<file path="config.mk">
export PLATFORM = sky130hd
export DESIGN_NAME = fft_load_ctrl
export DESIGN_NICKNAME = d
export VERILOG_FILES = /design/src/rtl/fft_load_ctrl.sv
export SDC_FILE = /design/constraint.sdc
export NUM_CORES = 1
export LEC_CHECK = 0
export BUFFER_PORTS_ARGS = -buffer_cell sky130_fd_sc_hd__buf_2
export CAP_MARGIN = 20
export CORE_AREA = 3 3 67 69
export CTS_CLUSTER_SIZE = 24
export DETAILED_ROUTE_END_ITERATION = 10
export DIE_AREA = 0 0 70 72
export PLACE_DENSITY = 0.77
export SLEW_MARGIN = 10
export SYNTH_ARGS = -nofsm -noshare
export SYNTH_HDL_FRONTEND = slang
export SYNTH_SLANG_ARGS = --single-unit
</file>
<file path="constraint.sdc">
create_clock -name i_clk -period 2.01 [get_ports i_clk]
set_clock_uncertainty 0.2 [all_clocks]
set_input_delay 0.3015 -clock i_clk [delete_from_list [all_inputs] [get_ports i_clk]]
set_output_delay 0.3015 -clock i_clk [all_outputs]
set_load 0.01 [all_outputs]
</file>
<file path="src/rtl/fft_load_ctrl.sv">
// fft_load_ctrl: moves one frame of N = 2^log2n complex samples from an
// input FIFO into the FFT working RAM, one sample per cycle whenever the
// FIFO has data.
// Optional feature macro: FFT_LOAD_BITREV_EN -- when defined, the write
// address is the sample index bit-reversed over its low log2n bits
// (decimation-in-time input order); otherwise samples land in natural order.
module fft_load_ctrl #(
  parameter int ADDR_W = 10
) (
  input  logic              i_clk,
  input  logic              i_rst,
  input  logic              i_start,
  input  logic [3:0]        i_log2n,
  input  logic              i_fifo_empty,
  input  logic [31:0]       i_fifo_dout,
  output logic              o_fifo_rd_en,
  output logic              o_ram_we,
  output logic [ADDR_W-1:0] o_ram_addr,
  output logic [31:0]       o_ram_wdata,
  output logic              o_busy,
  output logic              o_load_done,
  output logic              o_cfg_err
);

  typedef enum logic [1:0] {
    IDLE = 2'd0,
    LOAD = 2'd1,
    LAST = 2'd2
  } state_t;

  state_t            state_q, state_d;
  logic [ADDR_W-1:0] cnt_q, cnt_d;            // index of the next sample to read
  logic [ADDR_W-1:0] last_idx_q, last_idx_d;  // N-1 for the current frame
  logic [ADDR_W-1:0] addr_q, addr_d;
  logic              ram_we_q, ram_we_d;
  logic              cfg_err_q, cfg_err_d;

  logic              rd_en;
  logic              cfg_ok;
  logic [ADDR_W-1:0] start_mask;   // 2^i_log2n - 1, built bit by bit
  logic [ADDR_W-1:0] cnt_mapped;   // RAM address for sample cnt_q

  // A frame length is legal from 8 points up to the full RAM depth.
  assign cfg_ok = (i_log2n >= 4'd3) && (int'(i_log2n) <= ADDR_W);

  // Low i_log2n bits set: the last sample index of the requested frame.
  generate
    for (genvar gi = 0; gi < ADDR_W; gi++) begin : g_mask
      assign start_mask[gi] = (gi < int'(i_log2n));
    end
  endgenerate

`ifdef FFT_LOAD_BITREV_EN
  logic [3:0]        shift_q, shift_d;   // ADDR_W - log2n of current frame
  logic [ADDR_W-1:0] cnt_rev;

  // Full-width reversal puts index bits at the top; shifting right by
  // ADDR_W - log2n aligns them to a reversal over the low log2n bits and
  // leaves the upper address bits zero.
  generate
    for (genvar gi = 0; gi < ADDR_W; gi++) begin : g_rev
      assign cnt_rev[gi] = cnt_q[ADDR_W-1-gi];
    end
  endgenerate

  assign cnt_mapped = cnt_rev >> shift_q;

  // Shift amount is captured with the frame length and held for the frame.
  always_comb begin
    shift_d = shift_q;
    if (state_q == IDLE && i_start && cfg_ok) begin
      shift_d = 4'(ADDR_W) - i_log2n;
    end
  end

  // Shift amount register.
  always_ff @(posedge i_clk) begin
    if (i_rst) begin
      shift_q <= '0;
    end else begin
      shift_q <= shift_d;
    end
  end
`else
  assign cnt_mapped = cnt_q;
`endif

  // Reads happen only while loading and only when the FIFO has data.
  assign rd_en = (state_q == LOAD) && !i_fifo_empty;

  // Next-state, counter and write-pipeline logic.
  always_comb begin
    state_d    = state_q;
    cnt_d      = cnt_q;
    last_idx_d = last_idx_q;
    addr_d     = addr_q;
    ram_we_d   = rd_en;
    cfg_err_d  = 1'b0;
    case (state_q)
      IDLE: begin
        if (i_start) begin
          if (cfg_ok) begin
            last_idx_d = start_mask;
            cnt_d      = '0;
            state_d    = LOAD;
          end else begin
            cfg_err_d = 1'b1;
          end
        end
      end
      LOAD: begin
        if (rd_en) begin
          cnt_d  = cnt_q + ADDR_W'(1);
          addr_d = cnt_mapped;
          if (cnt_q == last_idx_q) begin
            state_d = LAST;
          end
        end
      end
      LAST: begin
        // The final sample's write happens here; a start is honoured
        // again from the next cycle.
        state_d = IDLE;
      end
      default: begin
        state_d = IDLE;
      end
    endcase
  end

  // State and datapath registers.
  always_ff @(posedge i_clk) begin
    if (i_rst) begin
      state_q    <= IDLE;
      cnt_q      <= '0;
      last_idx_q <= '0;
      addr_q     <= '0;
      ram_we_q   <= 1'b0;
      cfg_err_q  <= 1'b0;
    end else begin
      state_q    <= state_d;
      cnt_q      <= cnt_d;
      last_idx_q <= last_idx_d;
      addr_q     <= addr_d;
      ram_we_q   <= ram_we_d;
      cfg_err_q  <= cfg_err_d;
    end
  end

  assign o_fifo_rd_en = rd_en;
  assign o_ram_we     = ram_we_q;
  assign o_ram_addr   = addr_q;
  // FIFO data arrives the cycle after the read, which is the write cycle;
  // gated so the data bus is quiet when no write is issued.
  assign o_ram_wdata  = ram_we_q ? i_fifo_dout : 32'd0;
  assign o_busy       = (state_q != IDLE);
  assign o_load_done  = (state_q == LAST);
  assign o_cfg_err    = cfg_err_q;

endmodule

</file>
==> qor.txt, run 1 <==
Area Growth Syn to Fin -> 32.3%
Clock Sink Count -> 34
Number of hold-repair buffers added at the cts stage -> 0
Die extent in y -> 72 um
Area occupied by registers -> 683 sq um
Core region area -> 3970 sq um
Placer's final routability congestion estimate -> 0.873
Ratio of cells with drive above 1 in the final layout -> 34.7%
Leak -> 1.17 nW
Peak clock frequency supported by timing -> 0.522 GHz
Setup violation total in the final timing report -> 0
Design Power -> 1.49 mW
GR Layer Usage met2 -> 28.4%
Number of antenna cells inserted -> 0
Yosys warning total -> 0
Unique masters post-synth -> 43
Worst reg2reg path endpoint -> cnt_mapped[6]
Sequential-to-total area share from yosys stat -> 38.0%
Number of violations reported at the end of detailed-routing iteration 0 -> 93
Number of enable flip-flop cells after synthesis -> 0
Total number of H-tree levels -> 2
Kind of path behind the tightest hold check -> input port to flop
Flip-flop and latch count after synthesis -> 34
Share of the cycle needed by the critical path after routing -> 95.3%
Status -> completed
Clock transition at the register clock pins on the worst setup and hold paths after CTS -> 70 ps
Number of nets produced by synthesis -> 272
Area of the die -> 5040 sq um
Power per unit of standard cell area -> 630 nW/um^2
Global-route wire length before repair -> 6.97 mm
HPWL after detailed placement -> 3.35 mm
Clock insertion delay at the later pin of the skew report -> 290 ps
Number of cell rows -> 23
Critical Path Sink -> o_fifo_rd_en
Number of I/O port buffers -> 86
Fraction of the core area covered by cells at the end of the flow -> 59.6%
Cell-by-cell listing of the critical path -> nand2b_2, or2_4, clkinv_4, buf_6, buf_2
Slack of the worst reg-to-reg path -> 130 ps
Grt total ovfl -> 0
Final critical delay including setup and external delays -> 1920 ps
Worst setup SP type -> flop
Worst IR drop on VDD -> 0.311 mV
Avg Synthesized Cell Area -> 7.75 sq um
Max-cap violations -> 0
Via density -> 4.93
Prevailing post-synth register cell -> dfxtp_1
Count of antenna-violating nets left after detailed routing -> 0
Final Max Tran Viols -> 0
Number of cells traversed by the worst register-to-register path -> 5
Met1 Track Usage GR -> 20.1%
Share of flip-flops with an asynchronous set or reset after synthesis -> 0%
Post-CTS setup buffers -> 0
Post-synth design cell area -> 1790 sq um
Final sum of negative setup slack -> 0 ps
Routed wire length per instance -> 11.7 um
Area of the multi-input gates -> 1020 sq um
Class of the most critical setup path -> flop to output port
Largest incremental delay on the critical path -> 340 ps
Filler cell count -> 381
Overall routing resource usage -> 16.9%
Number of gates resized after CTS -> 1
Hold violation count in the final report -> 0
Normalized max-slew margin -> 72.7%
CTS tree -> yes
Initial antenna violation count -> 0
Met3 routing resource usage after global routing -> 5.82%
Setup ws final -> 94.7 ps
Total number of vias -> 1808
Length of the first detailed-routing pass in iterations -> 4
Final net count -> 357
Worst setup path startpoint -> state_q[1]
Cell with the largest stage delay on the worst path -> dfxtp_2
Global route hottest layer -> met2
Worst path arrival time -> 1410 ps
Pin count of the biggest net entering global routing -> 34
CTS buffer count -> 5
Buffer depth of the longest clock path -> 2
Via count of the first global-routing pass -> 1513
Count of mapped cells out of synthesis -> 231
DRC violation count after routing -> 0
Effective utilization at floorplan -> 45.1%
Type of element capturing the critical path -> output port
Root buffer cell -> clkbuf_8
Routed wire length -> 4.31 mm
Data required time of the worst path -> 1510 ps
Floorplan die width -> 70 um
Setup repair after global routing missed its margin -> no
Worst slack, placed -> 103 ps
Reg-to-reg critical path startpoint -> cnt_mapped[0]
Top fanout value on the critical path -> 13
Slew of the pin with the lowest slew margin -> 405 ps
Count of pins on the block boundary -> 87
==> cell usage after synthesis, types with 2 or more instances <==
cell type	instances	area share, %
a211oi_1	2	0.84
a21o_1	2	0.84
a21oi_1	23	6.4
a21oi_2	2	0.98
a31oi_1	2	0.70
and2_1	34	12
buf_2	3	0.84
buf_4	2	0.84
clkbuf_1	9	1.9
dfxtp_1	34	38
inv_1	3	0.63
nand2_1	33	6.9
nand3_1	3	0.84
nand4_1	2	0.70
nor2_1	16	3.4
nor2b_1	3	1.0
nor3_1	8	2.2
nor4_1	3	1.0
nor4b_1	2	0.98
o21ai_0	9	2.5
or3_1	4	1.4
xor2_1	11	5.4
==> per-layer routing <==
metal / wire length [um] / vias to the layer above
met2: 2050 / 72
met1: 1790 / 782
li1: - / 947
met4: 63 / 0
met3: 401 / 7
met5: 0 / -
==> worst min-delay path by stage <==
stage	slack [ps]	depth (start not counted)	endpoint	startpoint
after floorplan	260	2	last_idx_q[7]	last_idx_q[7]
after global placement	240	2	o_ram_addr[9]	o_ram_addr[9]
after detailed placement	250	2	o_ram_addr[0]	o_ram_addr[0]
after CTS	130	4	state_q[1]	i_fifo_empty
after global routing	150	4	state_q[1]	i_fifo_empty
final	130	4	state_q[1]	i_fifo_empty
==> sequential cells by signal (all words and copies together), names as in the netlist <==
register	flops
o_cfg_err	1
state_q	2
last_idx_q	10
cnt_mapped	10
o_ram_we	1
o_ram_addr	10
==> worst max-delay path: cells and delay by family (launching register included) <==
kind / cells / cell delay, ps
buffers and inverters: 3 / 340
flip-flops: 1 / 340
AND/OR/NAND/NOR: 2 / 440
==> stage by stage <==
stage / hold slack [ps] / instances / area, sq um
2_1_floorplan: 258 / 231 / 1790
3_3_place_gp: 241 / 359 / 2270
3_5_place_dp: 245 / 359 / 2270
4_1_cts: 133 / 367 / 2360
5_1_grt: 147 / 367 / 2370
6_report: 135 / 367 / 2370
==> layout by cell type (no fill, tap or decap), types with 2 or more instances in the layout <==
master,netlist,layout
clkbuf_8,0,6
o21ai_0,9,9
a21oi_2,2,2
a31oi_1,2,2
nor4b_1,2,2
dfxtp_1,34,32
a211oi_1,2,2
and2_1,34,34
nor4_1,3,3
a21o_1,2,2
nor3_1,8,8
nand4_1,2,2
nand2_1,33,33
or3_1,4,4
buf_2,3,86
dfxtp_2,0,2
nor2b_1,3,3
a21oi_1,23,23
nand3_1,3,3
buf_4,2,6
xor2_1,11,11
nor2_1,16,16
inv_1,3,3
==> logic make-up (layout without fill, tap and decap cells) <==
family                   Yosys count  count (layout)  synth area share [%]
AND/OR/NAND/NOR                  118             118                  34.6
XOR/XNOR                          12              12                  6.29
adder cells (fa/ha/maj)            1               1                 0.699
AO/OA/AOI/OAI                     47              47                  15.4
flip-flops                        34              34                  38.0
buffers and inverters             19             105                  4.96
==> cell type report <==
| type | instances | area share (%) |
|---|---|---|
| sequential | 34 | 28.8 |
| inverter | 4 | 0.845 |
| clock buffer | 6 | 3.49 |
| clock inverter | 2 | 0.528 |
| multi-input combinational | 178 | 43.1 |
| timing repair buffer | 93 | 20.5 |
| tap | 50 | 2.64 |
==> power breakdown <==
part	total [mW]	internal (mW)	leakage (nW)	switching, mW
Combinational	0.243	0.111	0.842	0.132
Clock	0.526	0.275	0.0472	0.251
Sequential	0.723	0.699	0.277	0.0240
Power figures use the tool's default switching activity.
==> run 2, diff against run 1 <==
--- a/config.mk
+++ b/config.mk
@@ -11,7 +11,7 @@
 export CTS_CLUSTER_SIZE = 24
 export DETAILED_ROUTE_END_ITERATION = 10
 export DIE_AREA = 0 0 70 72
-export PLACE_DENSITY = 0.77
+export PLACE_DENSITY_LB_ADDON = 0.2
 export SLEW_MARGIN = 10
 export SYNTH_ARGS = -nofsm -noshare
 export SYNTH_HDL_FRONTEND = slang
==> run 2 against run 1 <==
Setup slack got worse by 10 ps. Fmax decreased by 0.52%. Wire length increased by 8.4%. Non-clock buffer count increased by 4. Die area unchanged. Critical path depth unchanged. Critical path type unchanged. Critical endpoint unchanged. Largest cell class unchanged. Highest routed layer unchanged.
==> qor.txt, run 2 (synthesis gave the netlist of run 1 again) <==
Number of cells traversed by the worst register-to-register path -> 7 (+2)
Area of the die -> 5040 sq um (unchanged)
Leak -> 1.20 nW (+2.5%)
Share of the cycle needed by the critical path after routing -> 95.8% (+0.50 points)
Hold violation count in the final report -> 0 (unchanged)
Slack of the worst reg-to-reg path -> 180 ps (+50 ps)
Most common cell after layout, fill and taps aside -> buf_2
Cell-by-cell listing of the critical path -> nand2b_2, or2_4, clkinv_4, buf_6, buf_2
Number of cells on the worst hold path -> 4 (unchanged)
Cell area after layout -> 2410 sq um (+2.0%)
Kind of path behind the tightest hold check -> input port to flop
Placer's final routability congestion estimate -> 0.794 (-9.1%)
Core region area -> 3970 sq um (unchanged)
Power per unit of standard cell area -> 666 nW/um^2 (+5.7%)
Overall routing resource usage -> 18.6% (+1.7 points)
Total number of vias -> 1775 (-1.8%)
Number of gates resized after CTS -> 0 (-1)
Buffer depth of the longest clock path -> 2 (unchanged)
Largest incremental delay on the critical path -> 350 ps (about the same)
Count of buffering cells on the critical path with inverters included -> 3 (unchanged)
Count of pins on the block boundary -> 87 (unchanged)
Setup ws final -> 84.8 ps (-9.99 ps)
Routed wire length per instance -> 12.6 um (+7.6%)
Number of hold-repair buffers added at the cts stage -> 0 (unchanged)
Post-CTS setup buffers -> 0 (unchanged)
Number of I/O port buffers -> 86 (unchanged)
Final critical delay including setup and external delays -> 1930 ps (+9.99 ps)
CTS tree -> yes
Number of antenna cells inserted -> 0 (unchanged)
Worst slack, placed -> 128 ps (+24.8 ps)
Final net count -> 361 (+1.1%)
Effective utilization at floorplan -> 45.1% (unchanged)
Ratio of cells with drive above 1 in the final layout -> 35.0% (+0.30 points)
Peak clock frequency supported by timing -> 0.519 GHz (-0.52%)
Status -> completed
Root buffer cell -> clkbuf_8
CTS buffer count -> 5 (unchanged)
Count of antenna-violating nets left after detailed routing -> 0 (unchanged)
Global-route wire length before repair -> 7.53 mm (+8.0%)
Slew of the pin with the lowest slew margin -> 434 ps (+28.7 ps)
HPWL after detailed placement -> 3.62 mm (+8.1%)
DRC violation count after routing -> 0 (unchanged)
Cell with the largest stage delay on the worst path -> dfxtp_1
Clock insertion delay at the later pin of the skew report -> 290 ps (about the same)
Final Max Tran Viols -> 0 (unchanged)
Worst hold slack after final layout -> 151 ps (+16.1 ps)
Total number of H-tree levels -> 2 (unchanged)
Worst IR drop on VDD -> 0.468 mV (+50%)
Routed wire length -> 4.67 mm (+8.4%)
Leading cell types in the layout, fill and taps excluded -> 86 x buf_2, 34 x and2_1, 33 x nand2_1, 33 x dfxtp_1, 23 x a21oi_1
Max-cap violations -> 0 (unchanged)
Die extent in y -> 72 um (unchanged)
Placed cell area -> 2300 sq um (+1.3%)
Floorplan die width -> 70 um (unchanged)
Area Growth Syn to Fin -> 34.9%
Min-Delay Startpoint -> i_fifo_empty
Class of the most critical setup path -> flop to output port
Clock Sink Count -> 34 (unchanged)
Reg-to-reg critical path startpoint -> state_q[1]
Data required time of the worst path -> 1510 ps (about the same)
Depth of the critical timing path with buffers and inverters included -> 5 (unchanged)
Grt total ovfl -> 0 (unchanged)
Final sum of negative setup slack -> 0 ps (unchanged)
Clock transition at the register clock pins on the worst setup and hold paths after CTS -> 60 ps (about the same)
Setup repair after global routing missed its margin -> no
Number of violations reported at the end of detailed-routing iteration 0 -> 87 (-6.5%)
Largest delay contributor family on the critical path -> simple AND/OR/NAND/NOR gates
Hold-critical path endpoint -> state_q[1]
Initial antenna violation count -> 0 (unchanged)
Length of the first detailed-routing pass in iterations -> 4 (unchanged)
Worst setup SP type -> flop
Worst path arrival time -> 1420 ps (about the same)
Setup violation total in the final timing report -> 0 (unchanged)
Type of element capturing the critical path -> output port
Worst reg2reg path endpoint -> cnt_mapped[8]
Pin count of the biggest net entering global routing -> 34 (unchanged)
Via count of the first global-routing pass -> 1623 (+7.3%)
Design Power -> 1.61 mW (+7.8%)
Top fanout value on the critical path -> 13 (unchanged)
Normalized max-slew margin -> 70.7% (-2.1 points)
Via density -> 4.80 (-2.6%)
Number of cell rows -> 23 (unchanged)
run 2: per-layer routing:
metal | track usage, % | vias up | wire length (um)
met5 | 0 | - | 0
met4 | 7.02 | 0 | 41
met3 | 3.46 | 5 | 167
met2 | 31.2 | 30 | 2290
met1 | 24.1 | 788 | 2170
li1 | - | 952 | -
run 2: how the worst max path moves through the flow:
| stage | endpoint | startpoint |
|---|---|---|
| after floorplan | cnt_mapped[7] | i_log2n[1] |
| after global placement | cnt_mapped[8] | i_log2n[0] |
| after detailed placement | cnt_mapped[8] | i_log2n[0] |
| after CTS | o_fifo_rd_en | state_q[0] |
| after global routing | o_fifo_rd_en | state_q[1] |
| final | o_fifo_rd_en | state_q[1] |
run 2: worst reg2reg max path, delay by kind of cell, from the launching register on:
kind | cells | cell delay [ps]
buffers and inverters | 2 | 210
AND/OR/NAND/NOR | 2 | 460
flip-flops | 1 | 350
AO/OA/AOI/OAI | 3 | 510
run 2: power breakdown:
| group | internal, mW | switching [mW] | total [mW] |
|---|---|---|---|
| Clock | 0.396 | 0.234 | 0.630 |
| Sequential | 0.699 | 0.0228 | 0.722 |
| Combinational | 0.119 | 0.137 | 0.255 |
run 2: area by class of cell:
cell class	count	area, sq um
fill	397	1560
multi-input combinational	178	1020
inverter	4	20.0
tap	50	62.6
sequential	34	682
clock inverter	1	30.0
timing repair buffer	97	517
clock buffer	6	82.6
run 2: through the flow:
| step | utilization (%) | std cells |
|---|---|---|
| after floorplan | - | 231 |
| after CTS | 60.7 | 370 |
| after detailed placement | 57.8 | 363 |
| after global placement | 57.8 | 363 |
| after global routing | 60.8 | 370 |
| final | 60.8 | 370 |
==> run 3, diff against run 2 <==
--- a/config.mk
+++ b/config.mk
@@ -5,12 +5,13 @@
 export SDC_FILE = /design/constraint.sdc
 export NUM_CORES = 1
 export LEC_CHECK = 0
-export BUFFER_PORTS_ARGS = -buffer_cell sky130_fd_sc_hd__buf_2
+export ABC_AREA = 1
 export CAP_MARGIN = 20
-export CORE_AREA = 3 3 67 69
+export CORE_AREA = 3 3 59 61
 export CTS_CLUSTER_SIZE = 24
 export DETAILED_ROUTE_END_ITERATION = 10
-export DIE_AREA = 0 0 70 72
+export DIE_AREA = 0 0 62 64
+export DONT_BUFFER_PORTS = 1
 export PLACE_DENSITY_LB_ADDON = 0.2
 export SLEW_MARGIN = 10
 export SYNTH_ARGS = -nofsm -noshare
==> run 3 against run 2 <==
Sequential share of layout area up 5.8 points. Synthesized cell count up 30%. Critical path depth fell by 1. Fmax up 8.7%. Critical endpoint unchanged.
==> qor.txt, run 3 <==
Status -> completed
Max-cap violations -> 0 (unchanged)
Number of gates resized after CTS -> 0 (unchanged)
Filler cell count -> 291 (-27%)
Routed wire length per instance -> 11.8 um (-6.9%)
Power per unit of standard cell area -> 722 nW/um^2 (+8.5%)
Leak -> 1.08 nW (-10%)
Normalized max-slew margin -> 50.7% (-20 points)
Post-synth top area cell -> dfxtp_1
Number of cells traversed by the worst register-to-register path -> 8 (+1)
Final net count -> 345 (-4.4%)
Final Max Tran Viols -> 0 (unchanged)
Sequential-to-total area share from yosys stat -> 36.4% (-1.6 points)
Length of the first detailed-routing pass in iterations -> 4 (unchanged)
HPWL after detailed placement -> 3.19 mm (-12%)
Final critical delay including setup and external delays -> 1770 ps (-154 ps)
Area Growth Syn to Fin -> 7.03%
Leading cell type by number of instances after synthesis -> nand2_1
Worst setup SP type -> flop
Total number of vias -> 1727 (-2.7%)
Setup violation total in the final timing report -> 0 (unchanged)
DRC violation count after routing -> 0 (unchanged)
Routed wire length -> 4.09 mm (-12%)
Count of mapped cells out of synthesis -> 301 (+30%)
Design Power -> 1.45 mW (-10%)
Highest signal layer in the routed design -> met4
Setup repair after global routing missed its margin -> no
Hold violation count in the final report -> 0 (unchanged)
CTS buffer count -> 5 (unchanged)
Kind of path behind the tightest hold check -> input port to flop
Buffer depth of the longest clock path -> 2 (unchanged)
Avg Synthesized Cell Area -> 6.21 sq um (-20%)
Fraction of the core area covered by cells at the end of the flow -> 66.1% (+5.3 points)
Number of nets produced by synthesis -> 342 (+26%)
Setup ws final -> 239 ps (+154 ps)
Overall routing resource usage -> 20.9% (+2.3 points)
Count of antenna-violating nets left after detailed routing -> 0 (unchanged)
Share of the cycle needed by the critical path after routing -> 88.1% (-7.7 points)
Prevailing post-synth register cell -> dfxtp_1
Unique masters post-synth -> 27 (-37%)
Placer's final routability congestion estimate -> 0.908 (+14%)
Number of enable flip-flop cells after synthesis -> 0 (unchanged)
Type of element capturing the critical path -> output port
Class of the most critical setup path -> flop to output port
Post-synth design cell area -> 1870 sq um (+4.4%)
Slew of the pin with the lowest slew margin -> 737 ps (+303 ps)
Grt total ovfl -> 0 (unchanged)
Flip-flop and latch count after synthesis -> 34 (unchanged)
Worst IR drop on VDD -> 0.474 mV (+1.4%)
Number of cell rows -> 20 (-13%)
Number of violations reported at the end of detailed-routing iteration 0 -> 64 (-26%)
Share of flip-flops with an asynchronous set or reset after synthesis -> 0% (unchanged)
Yosys warning total -> 0 (unchanged)
Peak clock frequency supported by timing -> 0.565 GHz (+8.7%)
Top fanout value on the critical path -> 19 (+6)
DRT met1 WL -> 1.80 mm (-17%)
Share of Yosys cell area claimed by the top area cell type -> 36.4% (-1.6 points)
CTS tree -> yes
Clock insertion delay at the later pin of the skew report -> 340 ps (+50 ps)
Total number of H-tree levels -> 2 (unchanged)
Floorplan die width -> 62 um (-11%)
Area of the die -> 3970 sq um (-21%)
Count of pins on the block boundary -> 87 (unchanged)
Leading cell types in the layout, fill and taps excluded -> 84 x nand2_1, 62 x inv_1, 34 x dfxtp_1
Worst hold slack after final layout -> 15.1 ps (-136 ps)
Die extent in y -> 64 um (-11%)
Ratio of cells with drive above 1 in the final layout -> 8.88% (-26 points)
Area of the multi-input gates -> 890 sq um (-13%)
Data required time of the worst path -> 1510 ps (about the same)
Worst path arrival time -> 1270 ps (-150 ps)
Sum of met2 wire segment lengths after detailed routing -> 1.92 mm (-16%)
Initial antenna violation count -> 0 (unchanged)
Amount of wire on met3 after detailed routing -> 321 um (+92%)
Area occupied by registers -> 681 sq um (-0.18%)
Number of cells on the worst hold path -> 3 (-1)
Most common cell after layout, fill and taps aside -> nand2_1
Via count of the first global-routing pass -> 1407 (-13%)
Largest cells by area after synthesis -> dfxtp_1 36%, nand2_1 17%, inv_1 12%
Final sum of negative setup slack -> 0 ps (unchanged)
Number of I/O port buffers -> 0 (-100%)
Via density -> 4.96 (+3.4%)
Most instantiated cells after synthesis -> 84 x nand2_1, 62 x inv_1, 34 x dfxtp_1
Clock Sink Count -> 34 (unchanged)
Root buffer cell -> clkbuf_4
Global-route wire length before repair -> 6.22 mm (-17%)
Worst slack, placed -> 417 ps (+289 ps)
Number of antenna cells inserted -> 0 (unchanged)
Clock transition at the register clock pins on the worst setup and hold paths after CTS -> 100 ps (+40 ps)
Core region area -> 3030 sq um (-24%)
Pin count of the biggest net entering global routing -> 34 (unchanged)
Effective utilization at floorplan -> 61.7% (+17 points)
run 3: cell types whose count changed in the layout (fill, tap and decap cells not counted), sizes merged, moves of 4 or more:
cell	previous run	this run
inv	3	67
a21oi	25	21
buf	97	1
nand2	33	91
nor2	16	36
or3	4	0
and2	35	0
xor2	11	2
nand3	3	12
o21ai	9	16
nor3	8	4
run 3: worst paths after layout:
kind	from	end	slack [ps]
min	i_fifo_empty	o_ram_we	20
max reg2reg	state_q[1]	cnt_mapped[2]	420
min reg2reg	last_idx_q[4]	last_idx_q[4]	290
max	state_q[0]	o_fifo_rd_en	240
run 3: stage by stage:
step           area, sq um  std cells
2_1_floorplan         1870        301
3_3_place_gp          1890        338
3_5_place_dp          1890        338
4_1_cts               2000        348
5_1_grt               2000        348
6_report              2000        348
run 3: repair_timing:
| action | 4_1_cts | 5_1_grt |
|---|---|---|
| buffers inserted | 0 | 0 |
| hold buffers | 3 | 0 |
| endpoints found under the hold margin | 25 | 0 |
run 3: worst max-delay path, stage by stage, from the launching register on:
cell and delay (ps):
dfxtp_1 390, inv_2 60, nor2_4 130, nand2_4 110
inv_2 240
run 3: cell type report:
cell class | instances | share of cell area, %
Clock buffer | 6 | 2.56
Inverter | 67 | 12.8
Tap cell | 44 | 2.75
Multi-Input combinational cell | 192 | 44.5
Sequential cell | 34 | 34.0
Clock inverter | 1 | 1.50
Timing Repair Buffer | 4 | 1.88
run 3: kinds of logic after synthesis:
family / count (synthesis) / share of synthesized area [%]
adders and majority gates: 1 / 0.669
buffers and inverters: 75 / 16.0
and+or+nand+nor: 151 / 35.7
DFF: 34 / 36.4
xor gates and xnor gates: 2 / 0.937
AOI/OAI and AO/OA: 38 / 10.3
run 3: routing by layer:
| layer | GRT usage (%) | up-vias |
|---|---|---|
| li1 | - | 911 |
| met1 | 27.7 | 734 |
| met2 | 31.9 | 74 |
| met3 | 5.86 | 8 |
| met4 | 7.43 | 0 |
| met5 | 0 | - |
run 3: power by group:
group	internal [mW]	switching [mW]
Combinational	0.0624	0.131
Clock	0.289	0.228
Sequential	0.706	0.0278
Total	1.06	0.388
